File: config.mk
export PLATFORM = sky130hd
export DESIGN_NAME = mem_arbiter_flat
export DESIGN_NICKNAME = d
export VERILOG_FILES = /design/src/rtl/mem_arb_pkg.sv /design/src/rtl/mem_arbiter_if.sv /design/src/rtl/mem_arbiter_rr_arb2.sv /design/src/rtl/mem_arbiter.sv /design/src/flat_wrapper.sv
export SDC_FILE = /design/constraint.sdc
export NUM_CORES = 1
export LEC_CHECK = 0
export ABC_AREA = 1
export BUFFER_PORTS_ARGS = -buffer_cell sky130_fd_sc_hd__buf_2
export CORE_AREA = 2 2 108 110
export CTS_BUF_LIST = sky130_fd_sc_hd__clkbuf_4 sky130_fd_sc_hd__clkbuf_8 sky130_fd_sc_hd__clkbuf_16
export DETAILED_ROUTE_END_ITERATION = 12
export DIE_AREA = 0 0 110 112
export PLACE_DENSITY = 0.75
export SYNTH_ARGS = -nofsm -noshare
export SYNTH_HDL_FRONTEND = slang
export SYNTH_SLANG_ARGS = --single-unit
export TNS_END_PERCENT = 20
File: constraint.sdc
create_clock -name clk -period 1.4 [get_ports clk]
set_clock_uncertainty 0.15 [all_clocks]
set_input_delay 0.07 -clock clk [delete_from_list [all_inputs] [get_ports clk]]
set_output_delay 0.07 -clock clk [all_outputs]
set_load 0.005 [all_outputs]
File: src/rtl/mem_arb_pkg.sv
// Shared constants and state encoding for the two-port memory arbiter.
// ADDR_W/DATA_W match the defaults of the shared single-port memory block.
package mem_arb_pkg;

    localparam int ADDR_W = 5;
    localparam int DATA_W = 32;

    localparam logic [1:0] ST_IDLE    = 2'd0;
    localparam logic [1:0] ST_ACC     = 2'd1;
    localparam logic [1:0] ST_RD_WAIT = 2'd2;

    typedef enum logic [1:0] {
        IDLE    = ST_IDLE,
        ACC     = ST_ACC,
        RD_WAIT = ST_RD_WAIT
    } state_t;

endpackage

File: src/rtl/mem_arbiter_if.sv
// Bundle of requester handshakes and memory-side strobes.
// slave  : the arbiter (consumes requests, drives memory command).
// master : the surroundings (two requesters plus the memory block).
interface mem_arbiter_if
    import mem_arb_pkg::*;
#(
    parameter int AW = ADDR_W,
    parameter int DW = DATA_W
);
    logic          req0;
    logic          req1;
    logic          wr0;
    logic          wr1;
    logic [AW-1:0] addr0;
    logic [AW-1:0] addr1;
    logic [DW-1:0] wdata0;
    logic [DW-1:0] wdata1;
    logic          ack0;
    logic          ack1;
    logic [DW-1:0] rdata0;
    logic [DW-1:0] rdata1;
    logic          busy;
    logic          mem_cen;
    logic          mem_wen;
    logic [AW-1:0] mem_addr;
    logic [DW-1:0] mem_din;
    logic [DW-1:0] mem_dout;

    modport slave (
        input  req0, req1, wr0, wr1, addr0, addr1, wdata0, wdata1, mem_dout,
        output ack0, ack1, rdata0, rdata1, busy,
               mem_cen, mem_wen, mem_addr, mem_din
    );

    modport master (
        output req0, req1, wr0, wr1, addr0, addr1, wdata0, wdata1, mem_dout,
        input  ack0, ack1, rdata0, rdata1, busy,
               mem_cen, mem_wen, mem_addr, mem_din
    );

endinterface

File: src/rtl/mem_arbiter_rr_arb2.sv
// Combinational two-way round-robin picker. `last` is the index of the
// requester granted most recently; on a tie the other one wins.
module rr_arb2 (
    input  logic req0,
    input  logic req1,
    input  logic last,
    output logic gnt0,
    output logic gnt1
);

    assign gnt0 = req0 & (~req1 | last);
    assign gnt1 = req1 & (~req0 | ~last);

endmodule

File: src/rtl/mem_arbiter.sv
// Two-port round-robin arbiter/sequencer for the shared single-port memory.
// One transaction at a time: write takes 2 cycles, read takes 3.
//
// state   | meaning
// --------+---------------------------------------------------------------
// IDLE    | no access in flight; arbitrate and latch the winner's command
// ACC     | memory strobe is high this cycle; writes finish here
// RD_WAIT | memory read data is valid; capture it for the owner
module mem_arbiter
    import mem_arb_pkg::*;
(
    input  logic           clk,
    input  logic           reset_n,
    mem_arbiter_if.slave   bus
);

    state_t              r_state;
    state_t              w_next;
    logic                w_load;
    logic                w_ack_set;
    logic                w_rd_cap;
    logic                w_gnt0;
    logic                w_gnt1;

    logic                r_cen;
    logic                r_wen;
    logic [ADDR_W-1:0]   r_addr;
    logic [DATA_W-1:0]   r_din;
    logic                r_owner;
    logic                r_last;
    logic                r_ack0;
    logic                r_ack1;
    logic [DATA_W-1:0]   r_rdata0;
    logic [DATA_W-1:0]   r_rdata1;

    rr_arb2 u_rr_arb2 (
        .req0 (bus.req0),
        .req1 (bus.req1),
        .last (r_last),
        .gnt0 (w_gnt0),
        .gnt1 (w_gnt1)
    );

    // State register.
    always_ff @(posedge clk) begin
        if (!reset_n) begin
            r_state <= IDLE;
        end else begin
            r_state <= w_next;
        end
    end

    // Next-state and per-cycle control strobes. ACC looks at the latched
    // write flag, not the live request, since the requester may change it.
    always_comb begin
        w_next    = r_state;
        w_load    = 1'b0;
        w_ack_set = 1'b0;
        w_rd_cap  = 1'b0;
        case (r_state)
            IDLE: begin
                if (w_gnt0 || w_gnt1) begin
                    w_load = 1'b1;
                    w_next = ACC;
                end
            end
            ACC: begin
                if (r_wen) begin
                    w_ack_set = 1'b1;
                    w_next    = IDLE;
                end else begin
                    w_next = RD_WAIT;
                end
            end
            RD_WAIT: begin
                w_rd_cap  = 1'b1;
                w_ack_set = 1'b1;
                w_next    = IDLE;
            end
            default: begin
                w_next = IDLE;
            end
        endcase
    end

    // Memory command register: strobes last exactly one cycle, address and
    // write data hold their last values between transactions.
    always_ff @(posedge clk) begin
        if (!reset_n) begin
            r_cen  <= 1'b0;
            r_wen  <= 1'b0;
            r_addr <= '0;
            r_din  <= '0;
        end else if (w_load) begin
            r_cen  <= 1'b1;
            r_wen  <= w_gnt1 ? bus.wr1    : bus.wr0;
            r_addr <= w_gnt1 ? bus.addr1  : bus.addr0;
            r_din  <= w_gnt1 ? bus.wdata1 : bus.wdata0;
        end else begin
            r_cen  <= 1'b0;
            r_wen  <= 1'b0;
        end
    end

    // Owner of the transaction in flight and the round-robin history.
    // last starts at 1 so requester 0 wins the first tie.
    always_ff @(posedge clk) begin
        if (!reset_n) begin
            r_owner <= 1'b0;
            r_last  <= 1'b1;
        end else if (w_load) begin
            r_owner <= w_gnt1;
            r_last  <= w_gnt1;
        end
    end

    // One-cycle acknowledge to the owner, visible while the FSM is in IDLE.
    always_ff @(posedge clk) begin
        if (!reset_n) begin
            r_ack0 <= 1'b0;
            r_ack1 <= 1'b0;
        end else begin
            r_ack0 <= w_ack_set & ~r_owner;
            r_ack1 <= w_ack_set &  r_owner;
        end
    end

    // Read data capture; each requester's data holds until its next read.
    always_ff @(posedge clk) begin
        if (!reset_n) begin
            r_rdata0 <= '0;
            r_rdata1 <= '0;
        end else if (w_rd_cap) begin
            if (r_owner) begin
                r_rdata1 <= bus.mem_dout;
            end else begin
                r_rdata0 <= bus.mem_dout;
            end
        end
    end

    assign bus.ack0     = r_ack0;
    assign bus.ack1     = r_ack1;
    assign bus.rdata0   = r_rdata0;
    assign bus.rdata1   = r_rdata1;
    assign bus.busy     = (r_state != IDLE);
    assign bus.mem_cen  = r_cen;
    assign bus.mem_wen  = r_wen;
    assign bus.mem_addr = r_addr;
    assign bus.mem_din  = r_din;

endmodule

File: src/flat_wrapper.sv
// flat-port wrapper written by rule: the top's interface ports become plain ports
module mem_arbiter_flat import mem_arb_pkg::*;
  (clk, reset_n, bus_req0, bus_req1, bus_wr0, bus_wr1, bus_addr0, bus_addr1, bus_wdata0, bus_wdata1, bus_mem_dout, bus_ack0, bus_ack1, bus_rdata0, bus_rdata1, bus_busy, bus_mem_cen, bus_mem_wen, bus_mem_addr, bus_mem_din);
  mem_arbiter_if bus_i ();
  input  logic clk;
  input  logic reset_n;
  input wire logic [$bits(bus_i.req0)-1:0] bus_req0;
  input wire logic [$bits(bus_i.req1)-1:0] bus_req1;
  input wire logic [$bits(bus_i.wr0)-1:0] bus_wr0;
  input wire logic [$bits(bus_i.wr1)-1:0] bus_wr1;
  input wire logic [$bits(bus_i.addr0)-1:0] bus_addr0;
  input wire logic [$bits(bus_i.addr1)-1:0] bus_addr1;
  input wire logic [$bits(bus_i.wdata0)-1:0] bus_wdata0;
  input wire logic [$bits(bus_i.wdata1)-1:0] bus_wdata1;
  input wire logic [$bits(bus_i.mem_dout)-1:0] bus_mem_dout;
  output wire logic [$bits(bus_i.ack0)-1:0] bus_ack0;
  output wire logic [$bits(bus_i.ack1)-1:0] bus_ack1;
  output wire logic [$bits(bus_i.rdata0)-1:0] bus_rdata0;
  output wire logic [$bits(bus_i.rdata1)-1:0] bus_rdata1;
  output wire logic [$bits(bus_i.busy)-1:0] bus_busy;
  output wire logic [$bits(bus_i.mem_cen)-1:0] bus_mem_cen;
  output wire logic [$bits(bus_i.mem_wen)-1:0] bus_mem_wen;
  output wire logic [$bits(bus_i.mem_addr)-1:0] bus_mem_addr;
  output wire logic [$bits(bus_i.mem_din)-1:0] bus_mem_din;
  assign bus_i.req0 = bus_req0;
  assign bus_i.req1 = bus_req1;
  assign bus_i.wr0 = bus_wr0;
  assign bus_i.wr1 = bus_wr1;
  assign bus_i.addr0 = bus_addr0;
  assign bus_i.addr1 = bus_addr1;
  assign bus_i.wdata0 = bus_wdata0;
  assign bus_i.wdata1 = bus_wdata1;
  assign bus_i.mem_dout = bus_mem_dout;
  assign bus_ack0 = bus_i.ack0;
  assign bus_ack1 = bus_i.ack1;
  assign bus_rdata0 = bus_i.rdata0;
  assign bus_rdata1 = bus_i.rdata1;
  assign bus_busy = bus_i.busy;
  assign bus_mem_cen = bus_i.mem_cen;
  assign bus_mem_wen = bus_i.mem_wen;
  assign bus_mem_addr = bus_i.mem_addr;
  assign bus_mem_din = bus_i.mem_din;
  mem_arbiter u_core (.clk(clk), .reset_n(reset_n), .bus(bus_i));
endmodule
-- Yosys cells after proc, flatten, opt, wreduce, memory -nomap -nowiden
Cells that the tools add are included.
- equality and inequality tests: 3
- muxes and demuxes: 12
- bitwise gates (word level): 10
- reductions and logical operators: 6
- operators with widths (operator ; count):
    32-bit 2-to-1 mux ; 1
    1-bit 2-to-1 mux ; 6
    2-bit AND reduction ; 3
    5-bit 2-to-1 mux ; 1
    1-bit bitwise AND ; 4
    2-bit 2-to-1 mux ; 2
    1-bit NOT ; 4
    2-bit case mux with 2 select lines ; 1
    2-bit by 1-bit == test with 1-bit output (second input constant) ; 1
    2-bit == test (second input constant) ; 1
    2-bit zero test ; 1
    2-bit by 1-bit != test with 1-bit output (second input constant) ; 1
    1-bit OR ; 2
    1-bit case mux with 2 select lines ; 1
    2-bit nonzero test ; 1
    1-bit logical OR ; 1
- register bits: 109
- bits of input ports: 112
- output and inout bits: 106
- logic and storage cells: 42

-- Logic depth before layout (Yosys ltp)
Gate-level depths: netlist of run 1.
- word-level depth: 7
- gate-level depth with buffers: 8
- depth with buffers taken out: 7

-- By module
Synthesis of run 1 repeated with hierarchy kept, for this count alone.
- cells, all modules: 681
- area total of the unflattened synthesis: 4574.4 µm²
- by module, submodules not included (module ; instances ; cells an instance ; area each (µm²) ; seq. area each (µm²)):
    mem_arbiter ; 1 ; 677 ; 4546.9 ; 2182.1
    rr_arb2 ; 1 ; 4 ; 27.5 ; 0.0

-- Least setup slack after synthesis of run 1
OpenSTA, ideal clock, no wires.
- path type: reg-to-reg
- start: reg u_core.r_state[0]
- end: reg u_core.r_rdata0[0] (netlist: u_core.bus.rdata0[0])
- library setup time: 116 ps
- data arrival time: 1254 ps
- required time: 1134 ps
- slack: -120 ps
- cell stages (with the launch flop): 9
- buffers on the path: 1
- clock period less this slack: 1520 ps
- cell sequence: dfxtp_1 inv_1 ha_1 inv_1 nor2_1 inv_1 clkbuf_1 nor2_1 nor2_1
- longest elaborated chain between the ends: 3
- ends and longest elaborated chain (element ; line ; text):
    start: declaration ; mem_arbiter.sv:17 ; state_t r_state;
    start signal: assignment ; mem_arbiter.sv:49 ; r_state <= w_next;
    2-bit == test ; mem_arbiter.sv:60 ; case (r_state)
    1-bit 2-to-1 mux ; mem_arbiter.sv:60 ;
    2-bit AND reduction (no line) ; - ;
    end signal: assignment ; mem_arbiter.sv:137 ; r_rdata0 <= bus.mem_dout;
    end: declaration ; mem_arbiter.sv:33 ; logic [DATA_W-1:0] r_rdata0;
Every way passes these cells.
A chain may end at the register's enable or synchronous reset.

-- Worst setup path in the final report of run 1
- start: reg u_core.r_state[0]
- end: reg u_core.r_rdata0[22] (netlist: u_core.bus.rdata0[22])
The elaborated chain is that of the path after synthesis.

==> results of run 1 <==
## cell type report
| cell class | count | area [µm²] | share of cell area [%] |
|---|---|---|---|
| Clock buffer | 9 | 225 | 2.93 |
| Clock inverter | 6 | 47.5 | 0.619 |
| Inverter | 50 | 195 | 2.54 |
| Multi-Input combinational cell | 485 | 2170 | 28.2 |
| Sequential cell | 109 | 2190 | 28.5 |
| Tap cell | 143 | 179 | 2.33 |
| Timing Repair Buffer | 364 | 2690 | 34.9 |
## path summary, 6_finish.rpt
kind,start,endpoint,slack [ps],depth (start not counted)
max,u_core.r_state[0],u_core.bus.rdata0[22],-20,8
min,reset_n,u_core.bus.rdata1[26],20,4
max reg2reg,u_core.r_state[0],u_core.bus.rdata0[22],-20,8
min reg2reg,u_core.bus.rdata1[7],u_core.bus.rdata1[7],330,2
## routing by layer
metal  global-route usage (%)  vias to the layer above  wire length, µm
met1                     28.1                     2492             6450
li1                         -                     2765                -
met4                     13.8                        0              696
met5                        0                        -                0
met2                     44.6                      342             7920
met3                     7.32                       65             1880
## synth_stat cells
master,instances
sky130_fd_sc_hd__nor2_1,209
sky130_fd_sc_hd__ha_1,4
sky130_fd_sc_hd__nand2_1,161
sky130_fd_sc_hd__a21oi_1,1
sky130_fd_sc_hd__inv_2,1
sky130_fd_sc_hd__dfxtp_1,109
sky130_fd_sc_hd__nand3_1,44
sky130_fd_sc_hd__buf_6,2
sky130_fd_sc_hd__buf_2,11
sky130_fd_sc_hd__inv_1,49
sky130_fd_sc_hd__buf_1,1
sky130_fd_sc_hd__buf_4,7
sky130_fd_sc_hd__nand4_1,1
sky130_fd_sc_hd__clkbuf_1,23
sky130_fd_sc_hd__o21ai_0,65
## kinds of logic (layout without fill, tap and decap cells)
| family | Yosys count | count (layout) |
|---|---|---|
| and+or+nand+nor | 415 | 415 |
| AOI/OAI and AO/OA | 66 | 66 |
| DFF | 109 | 109 |
| adders and majority gates | 4 | 4 |
| buffers and inverters | 94 | 429 |
## worst min-delay path, stage by stage
cell	delay, ps
sky130_fd_sc_hd__buf_2	150
sky130_fd_sc_hd__buf_12	160
sky130_fd_sc_hd__o21ai_2	50
sky130_fd_sc_hd__nor2_1	30
## stage by stage
stage / hold slack [ps] / total power [mW]
after floorplan: 54.9 / 4.72
after global placement: 155 / 5.49
after detailed placement: 164 / 5.52
after CTS: 11.1 / 8.18
after global routing: 22.8 / 8.94
final: 21.9 / 8.47
## registers in the layout, indices dropped and copies added, names as in the netlist
signal and cells:
u_core.r_state 2, u_core.bus.rdata0 32, u_core.bus.mem_din 32, u_core.r_last 1, u_core.bus.ack1 1, u_core.bus.mem_cen 1
u_core.r_owner 1, u_core.bus.ack0 1, u_core.bus.mem_wen 1, u_core.bus.mem_addr 5, u_core.bus.rdata1 32
## power by group through the flow
| stage | Clock, mW | Sequential (mW) | Combinational (mW) |
|---|---|---|---|
| after floorplan | 0 | 3.69 | 1.02 |
| after global placement | 0 | 3.65 | 1.84 |
| after detailed placement | 0 | 3.66 | 1.86 |
| after CTS | 2.43 | 3.60 | 2.15 |
| after global routing | 2.57 | 3.65 | 2.71 |
| final | 2.39 | 3.62 | 2.46 |
## repair_timing
item	4_1_cts	5_1_grt
endpoints found under the setup margin	101	103
gates cloned	1	3
hold endpoints to repair	104	0
resized for setup	23	84
pin swaps	2	1
buffers inserted	0	1
hold buffers	110	0
==> run_summary.xml, run 1 <==
<?xml version="1.0" encoding="UTF-8"?>
<metrics>
  <group name="timing">
    <metric name="worst_pin_slew" unit="ps">497</metric>
    <metric name="final-hold-violation-count" unit="">0</metric>
    <metric name="slew_headroom" unit="%">66.8</metric>
    <metric name="setup_tns" unit="ps">-34.8</metric>
    <metric name="clock.fmax" unit="GHz">0.706</metric>
    <metric name="finalSetupViolCount" unit="">3</metric>
    <metric name="finalMaxSlewViolations" unit="">0</metric>
    <metric name="grt_setup_unrepaired" unit="">yes</metric>
    <metric name="period_needed" unit="ps">1420</metric>
    <metric name="final_critical_path_setup_slack" unit="ps">-16.4</metric>
    <metric name="min_period_over_period" unit="%">101</metric>
  </group>
  <group name="layout">
    <metric name="layout.cells.most_common_list" unit="">sky130_fd_sc_hd__buf_2 (216), sky130_fd_sc_hd__nor2_1 (185), sky130_fd_sc_hd__nand2_1 (158), sky130_fd_sc_hd__dlygate4sd3_1 (110), sky130_fd_sc_hd__dfxtp_1 (107)</metric>
    <metric name="utilization" unit="%">68.8</metric>
    <metric name="post-route-cell-area" unit="µm²">7690</metric>
    <metric name="fin_cells" unit="">1166</metric>
    <metric name="final_common_cell" unit="">sky130_fd_sc_hd__buf_2</metric>
    <metric name="insertedDiodeCount" unit="">0</metric>
    <metric name="layout-area-overhead-vs-synth" unit="%">67.6</metric>
    <metric name="final_layout_size_suffix_gt1_share" unit="%">31.0</metric>
    <metric name="fillerInstances" unit="">837</metric>
    <metric name="nets" unit="">1135</metric>
  </group>
  <group name="clocking">
    <metric name="clkTransAtPathRegs" unit="ps">70</metric>
    <metric name="clockBufferDepth" unit="">2</metric>
    <metric name="latest_clock_arrival_within_the_worst_skew_pair" unit="ps">340</metric>
    <metric name="cts-root-buf" unit="">sky130_fd_sc_hd__clkbuf_16</metric>
    <metric name="cts_made_buffers" unit="">9</metric>
    <metric name="total_number_of_h_tree_levels" unit="">3</metric>
    <metric name="tritoncts_clock_tree" unit="">built</metric>
    <metric name="cts.sink_count" unit="">109</metric>
  </group>
  <group name="global_route">
    <metric name="groute.usage.overall" unit="%">25.9</metric>
    <metric name="grt_antenna_before_repair" unit="">0</metric>
    <metric name="grt_pass1_vias" unit="">5416</metric>
    <metric name="grt_pass1_wl" unit="µm">25200</metric>
    <metric name="grt_max_degree" unit="">52</metric>
    <metric name="gr-total-overflow" unit="">0</metric>
  </group>
  <group name="power">
    <metric name="share_seq_of_total_power" unit="%">42.7</metric>
    <metric name="peakVddDrop" unit="mV">0.683</metric>
    <metric name="switching_power" unit="mW">2.63</metric>
    <metric name="combinationalPowerShare" unit="%">29.1</metric>
    <metric name="share_clk_of_total_power" unit="%">28.2</metric>
    <metric name="switching_fraction_of_total_power" unit="%">31.1</metric>
    <metric name="power_per_cell_area" unit="nW/µm²">1100</metric>
    <metric name="static-leakage-power" unit="nW">4.01</metric>
    <metric name="internal-power" unit="mW">5.83</metric>
  </group>
  <group name="route">
    <metric name="routed_wire_per_std_cell" unit="µm">14.5</metric>
    <metric name="route.final.wire_length" unit="µm">16900</metric>
    <metric name="routed_via_density" unit="">4.86</metric>
    <metric name="via_count" unit="">5664</metric>
    <metric name="postRouteAntennaNets" unit="">0</metric>
    <metric name="detailedRoute.firstPassIterationCount" unit="">6</metric>
    <metric name="remaining_drc_errors" unit="">0</metric>
    <metric name="initialDrtViolationCount" unit="">461</metric>
  </group>
  <group name="floorplanning">
    <metric name="dieArea" unit="µm²">12300</metric>
    <metric name="placementRows" unit="">39</metric>
    <metric name="initial_utilization" unit="%">41.0</metric>
    <metric name="floorplan.core_area" unit="µm²">11200</metric>
    <metric name="die-height" unit="µm">112</metric>
    <metric name="die-width" unit="µm">110</metric>
    <metric name="io_count" unit="">218</metric>
  </group>
  <group name="worst_setup_path">
    <metric name="count_of_buffering_cells_on_the_critical_path_with_inverters_included" unit="">4</metric>
    <metric name="most_numerous_cell_on_the_critical_path" unit="">sky130_fd_sc_hd__inv_4</metric>
    <metric name="data_arrival_at_the_endpoint_of_the_critical_path" unit="ps">1510</metric>
    <metric name="crit_slowest_cell" unit="">sky130_fd_sc_hd__dfxtp_2</metric>
    <metric name="startpoint_type" unit="">register</metric>
    <metric name="slowest_delay" unit="ps">340</metric>
    <metric name="critPathCaptureType" unit="">register</metric>
    <metric name="worst-path-max-fanout" unit="">13</metric>
    <metric name="list_of_cells_traversed_by_the_critical_path" unit="">inv_4 &gt; ha_4 &gt; inv_2 &gt; nor2_4 &gt; inv_4 &gt; buf_16 &gt; nor2_2 &gt; nor2_1</metric>
    <metric name="critical_path_class" unit="">register to register</metric>
    <metric name="worst-endpoint-required" unit="ps">1490</metric>
    <metric name="worst_path_dominant_cell_family" unit="">buffers and inverters</metric>
  </group>
  <group name="placed_design">
    <metric name="place_hpwl" unit="µm">9080</metric>
    <metric name="port-buffer-count" unit="">217</metric>
    <metric name="post_dp_cell_area" unit="µm²">6000</metric>
    <metric name="globalplace.congestion" unit="">0.783</metric>
    <metric name="placed_cells_incl_taps" unit="">1037</metric>
    <metric name="detailedPlace.worstSlack" unit="ps">-82.2</metric>
  </group>
  <group name="status">
    <metric name="status" unit="">finished, violations left</metric>
    <metric name="violations" unit="">negative setup slack</metric>
  </group>
  <group name="synth">
    <metric name="yosys.area_share.simple" unit="%">35.2</metric>
    <metric name="syn_area" unit="µm²">4590</metric>
    <metric name="synth.largest_area_cell" unit="">sky130_fd_sc_hd__dfxtp_1</metric>
    <metric name="synthesis.yosys.warnings" unit="">0</metric>
    <metric name="postSynthRegisterBits" unit="">109</metric>
    <metric name="complex_gate_fraction_of_the_synthesized_area" unit="%">7.20</metric>
    <metric name="post_synth_num_cell_types" unit="">15</metric>
    <metric name="yosysTopAreaCellShare" unit="%">47.6</metric>
    <metric name="synth-seq-area-share" unit="%">47.6</metric>
    <metric name="postSynthCellCount" unit="">688</metric>
    <metric name="synthXorXnorAreaFrac" unit="%">0</metric>
    <metric name="synth.mux.area_fraction" unit="%">0</metric>
    <metric name="largest_family_of_logic_cells_by_synthesized_area" unit="">simple AND/OR/NAND/NOR gates</metric>
    <metric name="synth_fa_ha_area_share" unit="%">1.09</metric>
    <metric name="yosys-top-cells-area" unit="">sky130_fd_sc_hd__dfxtp_1 (48%), sky130_fd_sc_hd__nor2_1 (17%), sky130_fd_sc_hd__nand2_1 (13%)</metric>
    <metric name="synth.net_count" unit="">804</metric>
    <metric name="syn-mean-instance-area" unit="µm²">6.67</metric>
  </group>
  <group name="run">
    <metric name="max-cap-violations" unit="">0</metric>
  </group>
  <group name="worst_hold_path">
    <metric name="worstHoldPathType" unit="">primary input to register</metric>
  </group>
</metrics>
(Power assumes the default switching activity.)
==> inputs of run 2 (changes only) <==
--- a/config.mk
+++ b/config.mk
@@ -11,6 +11,7 @@
 export CTS_BUF_LIST = sky130_fd_sc_hd__clkbuf_4 sky130_fd_sc_hd__clkbuf_8 sky130_fd_sc_hd__clkbuf_16
 export DETAILED_ROUTE_END_ITERATION = 12
 export DIE_AREA = 0 0 110 112
+export GPL_TIMING_DRIVEN = 0
 export PLACE_DENSITY = 0.75
 export SYNTH_ARGS = -nofsm -noshare
 export SYNTH_HDL_FRONTEND = slang
==> run_summary.xml, run 2 (same netlist as run 1, synthesis figures left out) <==
<?xml version="1.0" encoding="UTF-8"?>
<metrics>
  <group name="floorplanning">
    <metric name="floorplan.core_area" unit="µm²">11200</metric>
    <metric name="io_count" unit="">218</metric>
    <metric name="die-width" unit="µm">110</metric>
    <metric name="placementRows" unit="">39</metric>
    <metric name="initial_utilization" unit="%">41.0</metric>
    <metric name="die-height" unit="µm">112</metric>
    <metric name="dieArea" unit="µm²">12300</metric>
  </group>
  <group name="timing">
    <metric name="clock.fmax" unit="GHz">0.640</metric>
    <metric name="grt_setup_unrepaired" unit="">yes</metric>
    <metric name="final-hold-violation-count" unit="">0</metric>
    <metric name="slew_headroom" unit="%">56.3</metric>
    <metric name="min_period_over_period" unit="%">112</metric>
    <metric name="worst_pin_slew" unit="ps">656</metric>
    <metric name="period_needed" unit="ps">1560</metric>
    <metric name="finalSetupViolCount" unit="">69</metric>
    <metric name="finalMaxSlewViolations" unit="">0</metric>
    <metric name="whs" unit="ps">89.7</metric>
    <metric name="setup_tns" unit="ps">-6740</metric>
    <metric name="final_critical_path_setup_slack" unit="ps">-163</metric>
  </group>
  <group name="global_route">
    <metric name="grt_pass1_vias" unit="">5532</metric>
    <metric name="grt_antenna_before_repair" unit="">0</metric>
    <metric name="grt_pass1_wl" unit="µm">25800</metric>
    <metric name="grt_max_degree" unit="">18</metric>
    <metric name="groute.usage.overall" unit="%">26.3</metric>
    <metric name="gr-total-overflow" unit="">0</metric>
  </group>
  <group name="layout">
    <metric name="nets" unit="">1149</metric>
    <metric name="final_common_cell" unit="">sky130_fd_sc_hd__buf_2</metric>
    <metric name="layout.cells.most_common_list" unit="">sky130_fd_sc_hd__buf_2 (222), sky130_fd_sc_hd__nor2_1 (162), sky130_fd_sc_hd__nand2_1 (158), sky130_fd_sc_hd__dlygate4sd3_1 (108), sky130_fd_sc_hd__dfxtp_1 (107)</metric>
    <metric name="fillerInstances" unit="">875</metric>
    <metric name="final_layout_size_suffix_gt1_share" unit="%">32.0</metric>
    <metric name="layout-area-overhead-vs-synth" unit="%">68.6</metric>
    <metric name="insertedDiodeCount" unit="">0</metric>
    <metric name="post-route-cell-area" unit="µm²">7730</metric>
  </group>
  <group name="clocking">
    <metric name="clkTransAtPathRegs" unit="ps">70</metric>
    <metric name="cts-root-buf" unit="">sky130_fd_sc_hd__clkbuf_16</metric>
    <metric name="latest_clock_arrival_within_the_worst_skew_pair" unit="ps">330</metric>
    <metric name="cts.sink_count" unit="">109</metric>
    <metric name="total_number_of_h_tree_levels" unit="">3</metric>
    <metric name="tritoncts_clock_tree" unit="">built</metric>
    <metric name="clockBufferDepth" unit="">2</metric>
    <metric name="cts_made_buffers" unit="">9</metric>
  </group>
  <group name="worst_setup_path">
    <metric name="crit_slowest_cell" unit="">sky130_fd_sc_hd__dfxtp_4</metric>
    <metric name="worst_path_dominant_cell_family" unit="">buffers and inverters</metric>
    <metric name="startpoint_type" unit="">register</metric>
    <metric name="slowest_delay" unit="ps">360</metric>
    <metric name="data_arrival_at_the_endpoint_of_the_critical_path" unit="ps">1640</metric>
    <metric name="count_of_buffering_cells_on_the_critical_path_with_inverters_included" unit="">4</metric>
    <metric name="worst-path-max-fanout" unit="">7</metric>
    <metric name="critical_path_class" unit="">register to register</metric>
    <metric name="list_of_cells_traversed_by_the_critical_path" unit="">inv_4 &gt; ha_4 &gt; inv_4 &gt; nor2_4 &gt; clkinv_4 &gt; clkbuf_16 &gt; nor2_4 &gt; nor2_2</metric>
    <metric name="worst-endpoint-required" unit="ps">1480</metric>
    <metric name="critPathCaptureType" unit="">register</metric>
  </group>
  <group name="route">
    <metric name="routed_wire_per_std_cell" unit="µm">14.7</metric>
    <metric name="routed_via_density" unit="">4.82</metric>
    <metric name="initialDrtViolationCount" unit="">383</metric>
    <metric name="remaining_drc_errors" unit="">0</metric>
    <metric name="detailedRoute.firstPassIterationCount" unit="">7</metric>
    <metric name="route.final.wire_length" unit="µm">17400</metric>
    <metric name="via_count" unit="">5694</metric>
    <metric name="postRouteAntennaNets" unit="">0</metric>
  </group>
  <group name="status">
    <metric name="status" unit="">finished, violations left</metric>
    <metric name="violations" unit="">negative setup slack</metric>
  </group>
  <group name="placed_design">
    <metric name="post_dp_cell_area" unit="µm²">5860</metric>
    <metric name="port-buffer-count" unit="">216</metric>
    <metric name="globalplace.congestion" unit="">0.798</metric>
    <metric name="detailedPlace.worstSlack" unit="ps">-303</metric>
    <metric name="place_hpwl" unit="µm">10200</metric>
  </group>
  <group name="worst_hold_path">
    <metric name="worstHoldPathType" unit="">primary input to register</metric>
  </group>
  <group name="power">
    <metric name="peakVddDrop" unit="mV">0.566</metric>
    <metric name="static-leakage-power" unit="nW">3.98</metric>
    <metric name="power_per_cell_area" unit="nW/µm²">1110</metric>
  </group>
  <group name="run">
    <metric name="max-cap-violations" unit="">0</metric>
  </group>
</metrics>
run 2: cell types whose count changed in the layout (fill, tap and decap cells not counted), moves of 8 or more:
cell and change:
sky130_fd_sc_hd__nor2_1 -23, sky130_fd_sc_hd__o21ai_2 -10, sky130_fd_sc_hd__clkbuf_1 +13, sky130_fd_sc_hd__nor2_4 +16, sky130_fd_sc_hd__o21ai_0 +28, sky130_fd_sc_hd__buf_12 -8
sky130_fd_sc_hd__o21ai_1 -18
run 2: through the flow:
stage / util [%] / instances / power, mW
floorplan: - / 688 / 4.72
global route: 69.2 / 1181 / 8.99
CTS: 67.1 / 1176 / 8.31
detailed placement: 52.4 / 1047 / 5.49
finish: 69.2 / 1181 / 8.56
global placement: 52.4 / 1047 / 5.46
run 2: timing repair:
action                     4_1_cts  5_1_grt
pin swaps                        4       10
gates resized for setup         72       72
hold endpoints to repair       102        0
setup buffers                    2        6
hold buffers                   108        0
gates cloned                     3        0
setup endpoints to repair      107       99
run 2: metal layers:
layer | track usage [%] | routed length, µm | vias to the layer above
li1 | - | - | 2799
met1 | 28.1 | 6660 | 2561
met2 | 47.7 | 8630 | 289
met3 | 6.44 | 1600 | 45
met4 | 12.2 | 486 | 0
met5 | 0 | 0 | -
run 2: cell type report:
type / count / area [µm²] / area share (%)
timing repair buffer: 335 / 2270 / 29.4
multi-input combinational: 485 / 2250 / 29.0
sequential: 109 / 2190 / 28.3
buffer: 43 / 370 / 4.79
clock buffer: 12 / 248 / 3.20
inverter: 50 / 198 / 2.56
tap: 143 / 179 / 2.31
clock inverter: 4 / 33.8 / 0.437
run 2: worst paths after layout:
| path | from | to | slack [ps] | depth (start not counted) |
|---|---|---|---|---|
| max reg2reg | u_core.r_state[0] | u_core.bus.rdata0[20] | -160 | 8 |
| min | bus_req1 | u_core.r_state[1] | 90 | 5 |
| min reg2reg | u_core.bus.rdata1[27] | u_core.bus.rdata1[27] | 330 | 2 |
| max | u_core.r_state[0] | u_core.bus.rdata0[20] | -160 | 8 |
run 2: where the power goes:
part	internal (mW)	switching, mW
clock network	1.28	1.16
logic	1.18	1.31
registers	3.44	0.183
run 2: tightest hold or removal path, cell delays in order:
cell and delay, ps:
sky130_fd_sc_hd__buf_2 130, sky130_fd_sc_hd__inv_2 50, sky130_fd_sc_hd__nand4_1 150, sky130_fd_sc_hd__nor2_1 50, sky130_fd_sc_hd__nor2_1 90
